===== src/rtl/proc_ctrl_pkg.sv =====
// -----------------------------------------------------------------------------
// proc_ctrl_pkg
//  Shared types and constants for the processor controller slice.
//  Contents:
//   state_t          4-bit controller state, explicit encodings INIT=0..HALT=9
//   OP_NOOP..OP_HALT opcode values found in IR[15:12]
//   ALU_PASS/ADD/SUB ALU operation selects driven on Alu_s0
//   IR_WIDTH, DADDR_WIDTH, RADDR_WIDTH  fixed instruction-format field widths
//   is_legal_op()    true for opcodes the datapath actually implements
// -----------------------------------------------------------------------------
package proc_ctrl_pkg;

   localparam int IR_WIDTH    = 16;
   localparam int DADDR_WIDTH = 8;
   localparam int RADDR_WIDTH = 4;

   typedef enum logic [3:0] {
      S_INIT   = 4'd0,
      S_FETCH  = 4'd1,
      S_DECODE = 4'd2,
      S_NOOP   = 4'd3,
      S_LOAD_A = 4'd4,
      S_LOAD_B = 4'd5,
      S_STORE  = 4'd6,
      S_ADD    = 4'd7,
      S_SUB    = 4'd8,
      S_HALT   = 4'd9
   } state_t;

   localparam logic [3:0] OP_NOOP  = 4'b0000;
   localparam logic [3:0] OP_STORE = 4'b0001;
   localparam logic [3:0] OP_LOAD  = 4'b0010;
   localparam logic [3:0] OP_ADD   = 4'b0011;
   localparam logic [3:0] OP_SUB   = 4'b0100;
   localparam logic [3:0] OP_HALT  = 4'b0101;

   localparam logic [2:0] ALU_PASS = 3'b000;
   localparam logic [2:0] ALU_ADD  = 3'b001;
   localparam logic [2:0] ALU_SUB  = 3'b010;

   // Opcodes 0110..1111 are unassigned.
   function automatic logic is_legal_op(input logic [3:0] op);
      return (op <= OP_HALT);
   endfunction

endpackage


===== src/rtl/ir_field_decode.sv =====
// -----------------------------------------------------------------------------
// ir_field_decode
//  Purely combinational split of the 16-bit instruction into its fields.
//  The register-A field moves with the opcode: STORE carries its source
//  register in IR[3:0], ADD/SUB carry operand A in IR[11:8].
//  Ports:
//   IR      in  16  instruction register contents
//   opcode  out 4   IR[15:12]
//   d_addr  out 8   data-memory address IR[11:4]
//   ra      out 4   RF read port A address
//   rb      out 4   RF read port B address IR[7:4]
//   rw      out 4   RF write address IR[3:0]
// -----------------------------------------------------------------------------
module ir_field_decode
   import proc_ctrl_pkg::*;
(
   input  logic [IR_WIDTH-1:0]    IR,
   output logic [3:0]             opcode,
   output logic [DADDR_WIDTH-1:0] d_addr,
   output logic [RADDR_WIDTH-1:0] ra,
   output logic [RADDR_WIDTH-1:0] rb,
   output logic [RADDR_WIDTH-1:0] rw
);

   assign opcode = IR[15:12];
   assign d_addr = IR[11:4];
   assign ra     = (IR[15:12] == OP_STORE) ? IR[3:0] : IR[11:8];
   assign rb     = IR[7:4];
   assign rw     = IR[3:0];

endmodule


===== src/rtl/proc_controller.sv =====
// -----------------------------------------------------------------------------
// proc_controller
//  Moore FSM sequencing the simple processor datapath:
//  Fetch -> Decode -> Execute (1 cycle, or 2 for LOAD).
//  Address outputs follow IR combinationally in every state; only the
//  enables and the ALU select are gated by state. No output depends on Clr.
//  Optional build macro: CTRL_ILLEGAL_TRAP_EN
//   defined   -> unassigned opcodes trap to HALT and raise Illegal
//   undefined -> unassigned opcodes execute as NOOP, no Illegal port
//  Ports:
//   Clk         in   1        system clock, rising edge
//   Clr         in   1        synchronous active-high reset
//   IR          in   IR_W     instruction register contents
//   PC_clr      out  1        clear program counter
//   PC_up       out  1        increment program counter
//   IR_ld       out  1        load instruction register
//   D_addr      out  DADDR_W  data-memory address
//   D_wr        out  1        data-memory write enable
//   RF_s        out  1        RF write-data select (1 = memory, 0 = ALU)
//   RF_W_addr   out  RADDR_W  RF write address
//   RF_W_en     out  1        RF write enable
//   RF_Ra_addr  out  RADDR_W  RF read port A address
//   RF_Rb_addr  out  RADDR_W  RF read port B address
//   Alu_s0      out  3        ALU op select
//   State       out  4        current state encoding
//   Illegal     out  1        (trap build only) halted on unassigned opcode
// -----------------------------------------------------------------------------
module proc_controller
   import proc_ctrl_pkg::*;
#(
   parameter int IR_W    = IR_WIDTH,
   parameter int DADDR_W = DADDR_WIDTH,
   parameter int RADDR_W = RADDR_WIDTH
) (
   input  logic               Clk,
   input  logic               Clr,
   input  logic [IR_W-1:0]    IR,
   output logic               PC_clr,
   output logic               PC_up,
   output logic               IR_ld,
   output logic [DADDR_W-1:0] D_addr,
   output logic               D_wr,
   output logic               RF_s,
   output logic [RADDR_W-1:0] RF_W_addr,
   output logic               RF_W_en,
   output logic [RADDR_W-1:0] RF_Ra_addr,
   output logic [RADDR_W-1:0] RF_Rb_addr,
   output logic [2:0]         Alu_s0,
`ifdef CTRL_ILLEGAL_TRAP_EN
   output logic               Illegal,
`endif
   output logic [3:0]         State
);

   state_t     state, state_nxt;
   logic [3:0] opcode;

   // ---------------------------------------------------------------- fields
   ir_field_decode u_ir_field_decode (
      .IR     (IR),
      .opcode (opcode),
      .d_addr (D_addr),
      .ra     (RF_Ra_addr),
      .rb     (RF_Rb_addr),
      .rw     (RF_W_addr)
   );

   // ---------------------------------------------------------- state register
   // NOTE: sequential state uses non-blocking assignment so every flop samples
   // its pre-edge value; blocking here would create order-dependent races.
   always_ff @(posedge Clk) begin
      if (Clr) state <= S_INIT;
      else     state <= state_nxt;
   end

`ifdef CTRL_ILLEGAL_TRAP_EN
   // Sticky flag remembering why HALT was entered; only Clr clears it.
   logic illegal_q;

   always_ff @(posedge Clk) begin
      if (Clr)
         illegal_q <= 1'b0;
      else if (state == S_DECODE && !is_legal_op(opcode))
         illegal_q <= 1'b1;
   end

   assign Illegal = illegal_q && (state == S_HALT);
`endif

   // --------------------------------------------------------- next state
   always_comb begin
      // NOTE: assign a default before the case so no path leaves state_nxt
      // unassigned, which would otherwise infer a latch.
      state_nxt = state;
      unique case (state)
         S_INIT:   state_nxt = S_FETCH;
         S_FETCH:  state_nxt = S_DECODE;
         S_DECODE: begin
            case (opcode)
               OP_NOOP:  state_nxt = S_NOOP;
               OP_STORE: state_nxt = S_STORE;
               OP_LOAD:  state_nxt = S_LOAD_A;
               OP_ADD:   state_nxt = S_ADD;
               OP_SUB:   state_nxt = S_SUB;
               OP_HALT:  state_nxt = S_HALT;
`ifdef CTRL_ILLEGAL_TRAP_EN
               default:  state_nxt = S_HALT;
`else
               default:  state_nxt = S_NOOP;
`endif
            endcase
         end
         S_NOOP:   state_nxt = S_FETCH;
         S_LOAD_A: state_nxt = S_LOAD_B;
         S_LOAD_B: state_nxt = S_FETCH;
         S_STORE:  state_nxt = S_FETCH;
         S_ADD:    state_nxt = S_FETCH;
         S_SUB:    state_nxt = S_FETCH;
         S_HALT:   state_nxt = S_HALT;
         default:  state_nxt = S_INIT;
      endcase
   end

   // ---------------------------------------------------- state-gated enables
   always_comb begin
      PC_clr  = 1'b0;
      PC_up   = 1'b0;
      IR_ld   = 1'b0;
      D_wr    = 1'b0;
      RF_s    = 1'b0;
      RF_W_en = 1'b0;
      Alu_s0  = ALU_PASS;
      unique case (state)
         S_INIT:  PC_clr = 1'b1;
         S_FETCH: begin
            IR_ld = 1'b1;
            PC_up = 1'b1;
         end
         S_STORE: begin
            Alu_s0 = ALU_PASS;
            D_wr   = 1'b1;
         end
         // LOAD_A only presents the address; memory data is valid in LOAD_B.
         S_LOAD_B: begin
            RF_s    = 1'b1;
            RF_W_en = 1'b1;
         end
         S_ADD: begin
            Alu_s0  = ALU_ADD;
            RF_W_en = 1'b1;
         end
         S_SUB: begin
            Alu_s0  = ALU_SUB;
            RF_W_en = 1'b1;
         end
         default: ;
      endcase
   end

   assign State = state;

endmodule

===== config.mk =====
export PLATFORM = sky130hd
export DESIGN_NAME = proc_controller
export DESIGN_NICKNAME = d
export VERILOG_FILES = /design/src/rtl/proc_ctrl_pkg.sv /design/src/rtl/ir_field_decode.sv /design/src/rtl/proc_controller.sv
export SDC_FILE = /design/constraint.sdc
export NUM_CORES = 1
export LEC_CHECK = 0
export BUFFER_PORTS_ARGS = -buffer_cell sky130_fd_sc_hd__buf_4
export CAP_MARGIN = 25
export CORE_MARGIN = 4
export CORE_UTILIZATION = 30
export CTS_BUF_LIST = sky130_fd_sc_hd__clkbuf_8
export DETAILED_ROUTE_END_ITERATION = 8
export MAX_ROUTING_LAYER = met4
export PLACE_DENSITY_LB_ADDON = 0.3
export REMOVE_ABC_BUFFERS = 1
export SYNTH_ARGS = -nofsm -noshare
export SYNTH_HDL_FRONTEND = slang
export SYNTH_SLANG_ARGS = --single-unit

===== constraint.sdc =====
create_clock -name Clk -period 1.2 [get_ports Clk]
set_clock_uncertainty 0.15 [all_clocks]
set_input_delay 0.06 -clock Clk [delete_from_list [all_inputs] [get_ports Clk]]
set_output_delay 0.06 -clock Clk [all_outputs]
set_load 0.03 [all_outputs]

==> results list <==
- The run finished, with violations left.
- Failing checks: setup timing
- Non-filler instance count after layout: 120
- Number of buffers created by CTS: 3
- Registers take 95.1 um^2.
- Crit share post-route: 117%
* Row count: 14
* Clock transition at the registers of the reported paths: 0.03 ns
* Slew Limit Fails: 0
- The first global-routing pass estimated 2.91 mm of wire.
- Compared with the post-synthesis result, the final layout area differs by 105%.
* Half-perimeter wire length after detailed placement: 1.28 mm
- In this run, synthesis inferred 0 flip-flops with an integrated enable.
- The hold violation count in the final report is 0.
* Pwr Total: 1.11 mW
- CTS saw 4 sinks.
- The number of global-route vias before repair came to 634.
- Unrepaired setup endpoints after global routing: yes
* Count of buffers inserted at the top-level ports: 37
* Startpoint class of the critical path: register
* Last weighted congestion value of the routability-driven placer: 0.803
* Vertical die dimension: 49.9 um
- Maximum number of pins on one net before global-route repair: 9
- Static timing analysis puts the maximum clock frequency at 711 MHz.
- CP max FO: 4
* Fin worst setup slack: -0.207 ns
- Hold Crit Class: in -> reg
- For the worst setup path, the data required time is 0.99 ns.
* Share of flip-flops with an asynchronous set or reset after synthesis: 0%
- Area of the multi-input gates: 354 um^2
- Ratio of cells with drive above 1 in the final layout: 77.9%
- The detail route stage leaves a number of antenna-violating nets equal to 0.
* DRC violations left: 0
- The filler cells instantiated in the layout total 110.
- Detailed Routing Iterations Pass 1: 4
- For this block, the routed nets add up to 2.06 mm of wire.
- In the routed layout, each cell is associated on average with a via count of 4.88.
- Leftover overflow at the end of global routing: 0
* Clock latency on the worst-skew pair: 0.21 ns
- For the finished layout, the period the worst path requires is 1.41 ns.
- Routed len/inst: 17.1 um
- Cell at the root of the clock tree: sky130_fd_sc_hd__clkbuf_8
* Mean Syn Cell Area: 8.76 um^2
* Arrival time of the worst setup path: 1.20 ns
* Slew at the pin with the worst max-slew slack: 0.632 ns
* Num ports: 51
* Number of register bits inferred by synthesis: 4
- The tool flagged a number of max-cap violations equal to 0.
- Starting density of the core: 33.3%
* Core outline area: 1580 um^2
* Yosys warnings: 0
- DR vias: 585
* CTS H-tree lvls: 1
* Peak ir drop on the vdd network: 0.975 mV
- Element type at the critical path end: primary output
- Largest register FFs: 4
- Worst setup path category: reg -> out
* Antenna Cells: 0
- Placed Cells incl. Taps: 108
- For this design the static power due to leakage is 0.562 nW.
- TritonCTS built the clock tree.
* Distinct cell type count after synthesis: 29
- For this design the ratio of total power to cell area is 1030 nW/um^2.
- Among all flip-flop cells after synthesis, the most frequent one is sky130_fd_sc_hd__dfxtp_1.
* Die area: 2490 um^2
* Post-synthesis cell count: 60
* Synthesized cell area: 526 um^2
- For this block, the initial DRC count from the detailed router was 5.
- Setup-failing EPs final: 16
- Sequential cell area fraction in the yosys report: 15.2%
- Max Buffers Root-to-Sink: 2
- The number of antenna violations at the first check in global routing is 0.
- In the global route stage, overall resource usage came out at 15.7%.
- Worst reg-to-reg setup slack: -0.20 ns
- Total number of nets in the final design: 124
- Worst slew slack as a fraction of its limit: 58.0%
* Final TNS setup: -1.87 ns
* Die Wd: 49.9 um
area by class of cell:
type	count	area share [%]
Sequential cell	4	8.81
Timing Repair Buffer	62	52.4
Tap cell	16	1.85
Multi-Input combinational cell	34	32.8
Inverter	1	0.348
Clock buffer	3	3.82
cells in the mapped netlist (all sizes together) (2+ instances only):
master	count	area, um^2
and3	3	18.8
buf	21	163
dfxtp	4	80.1
mux2	5	56.3
nand2	2	7.51
nor2	4	15.0
nor4b	3	47.5
o21ai	2	10.0
repair_timing:
item | in CTS | in global routing
pin swaps | 2 | 0
gates resized for setup | 33 | 15
setup endpoints to repair | 19 | 27
hold endpoints to repair | 11 | 0
hold buffers | 5 | 0
setup buffers | 3 | 1
metrics by stage:
stage          cell area [um^2]  worst slack (ns)  hold WS (ns)  utilization (%)
2_1_floorplan               363             -1.21       -0.0300                -
5_1_grt                    1080            -0.262        0.0393             68.5
3_3_place_gp                781            -0.124       -0.0297             49.5
3_5_place_dp                781            -0.139       -0.0297             49.5
4_1_cts                    1010            -0.204       0.00764             64.1
6_report                   1080            -0.207        0.0425             68.5
layer usage:
layer  vias to the layer above  global-route usage, %  share of wire [%]
li1                        282                      -                  -
met1                       263                   17.6                 39
met2                        34                   27.5                 51
met3                         6                   4.52                7.5
met4                         0                   2.76                2.4
met5                         -                      -                  0
worst paths after layout:
kind                        from                   to  cells past startpoint
min                          Clr  State[0]$_SDFF_PP0_                      2
max          State[1]$_SDFF_PP0_                PC_up                      4
max reg2reg  State[2]$_SDFF_PP0_  State[1]$_SDFF_PP0_                      3
min reg2reg  State[2]$_SDFF_PP0_  State[3]$_SDFF_PP0_                      2
cell usage in the layout (no fill, tap or decap):
| master | instances |
|---|---|
| sky130_fd_sc_hd__a2111oi_2 | 1 |
| sky130_fd_sc_hd__a21o_1 | 1 |
| sky130_fd_sc_hd__a21oi_2 | 1 |
| sky130_fd_sc_hd__a32oi_2 | 1 |
| sky130_fd_sc_hd__and2b_2 | 1 |
| sky130_fd_sc_hd__and3_1 | 1 |
| sky130_fd_sc_hd__and3_4 | 2 |
| sky130_fd_sc_hd__and4bb_1 | 1 |
| sky130_fd_sc_hd__buf_4 | 37 |
| sky130_fd_sc_hd__buf_6 | 20 |
| sky130_fd_sc_hd__clkbuf_8 | 3 |
| sky130_fd_sc_hd__conb_1 | 1 |
| sky130_fd_sc_hd__dfxtp_4 | 4 |
| sky130_fd_sc_hd__dlymetal6s4s_1 | 5 |
| sky130_fd_sc_hd__inv_1 | 1 |
| sky130_fd_sc_hd__mux2_2 | 1 |
| sky130_fd_sc_hd__mux2_4 | 4 |
| sky130_fd_sc_hd__nand2_1 | 2 |
| sky130_fd_sc_hd__nor2_1 | 3 |
| sky130_fd_sc_hd__nor2_4 | 1 |
| sky130_fd_sc_hd__nor2b_4 | 1 |
| sky130_fd_sc_hd__nor3_1 | 1 |
| sky130_fd_sc_hd__nor4_1 | 1 |
| sky130_fd_sc_hd__nor4b_4 | 3 |
| sky130_fd_sc_hd__o2111ai_1 | 1 |
| sky130_fd_sc_hd__o211ai_1 | 1 |
| sky130_fd_sc_hd__o21ai_0 | 2 |
| sky130_fd_sc_hd__or4_4 | 1 |
| sky130_fd_sc_hd__xnor2_1 | 1 |
| sky130_fd_sc_hd__xor2_1 | 1 |
power by group:
group          total [mW]  internal (mW)  switching [mW]
combinational       0.652          0.320           0.332
sequential          0.177          0.150          0.0267
clock               0.280          0.214          0.0663
critical path, cell delays in order (launching register included):
cell and delay (ns):
sky130_fd_sc_hd__dfxtp_4 0.35, sky130_fd_sc_hd__buf_6 0.12, sky130_fd_sc_hd__nor4b_4 0.22, sky130_fd_sc_hd__buf_4 0.17, sky130_fd_sc_hd__buf_6 0.13
cells by family (layout without fill, tap and decap cells):
group / count (synthesis) / after routing / share of synthesized area, %
DFF: 4 / 4 / 15.2
buffers and inverters: 22 / 66 / 31.7
xor gates and xnor gates: 2 / 2 / 3.33
AOI/OAI and AO/OA: 8 / 8 / 12.6
muxes: 5 / 5 / 10.7
other: 1 / 1 / 0.714
and+or+nand+nor: 18 / 18 / 25.7
(Power assumes the default switching activity.)
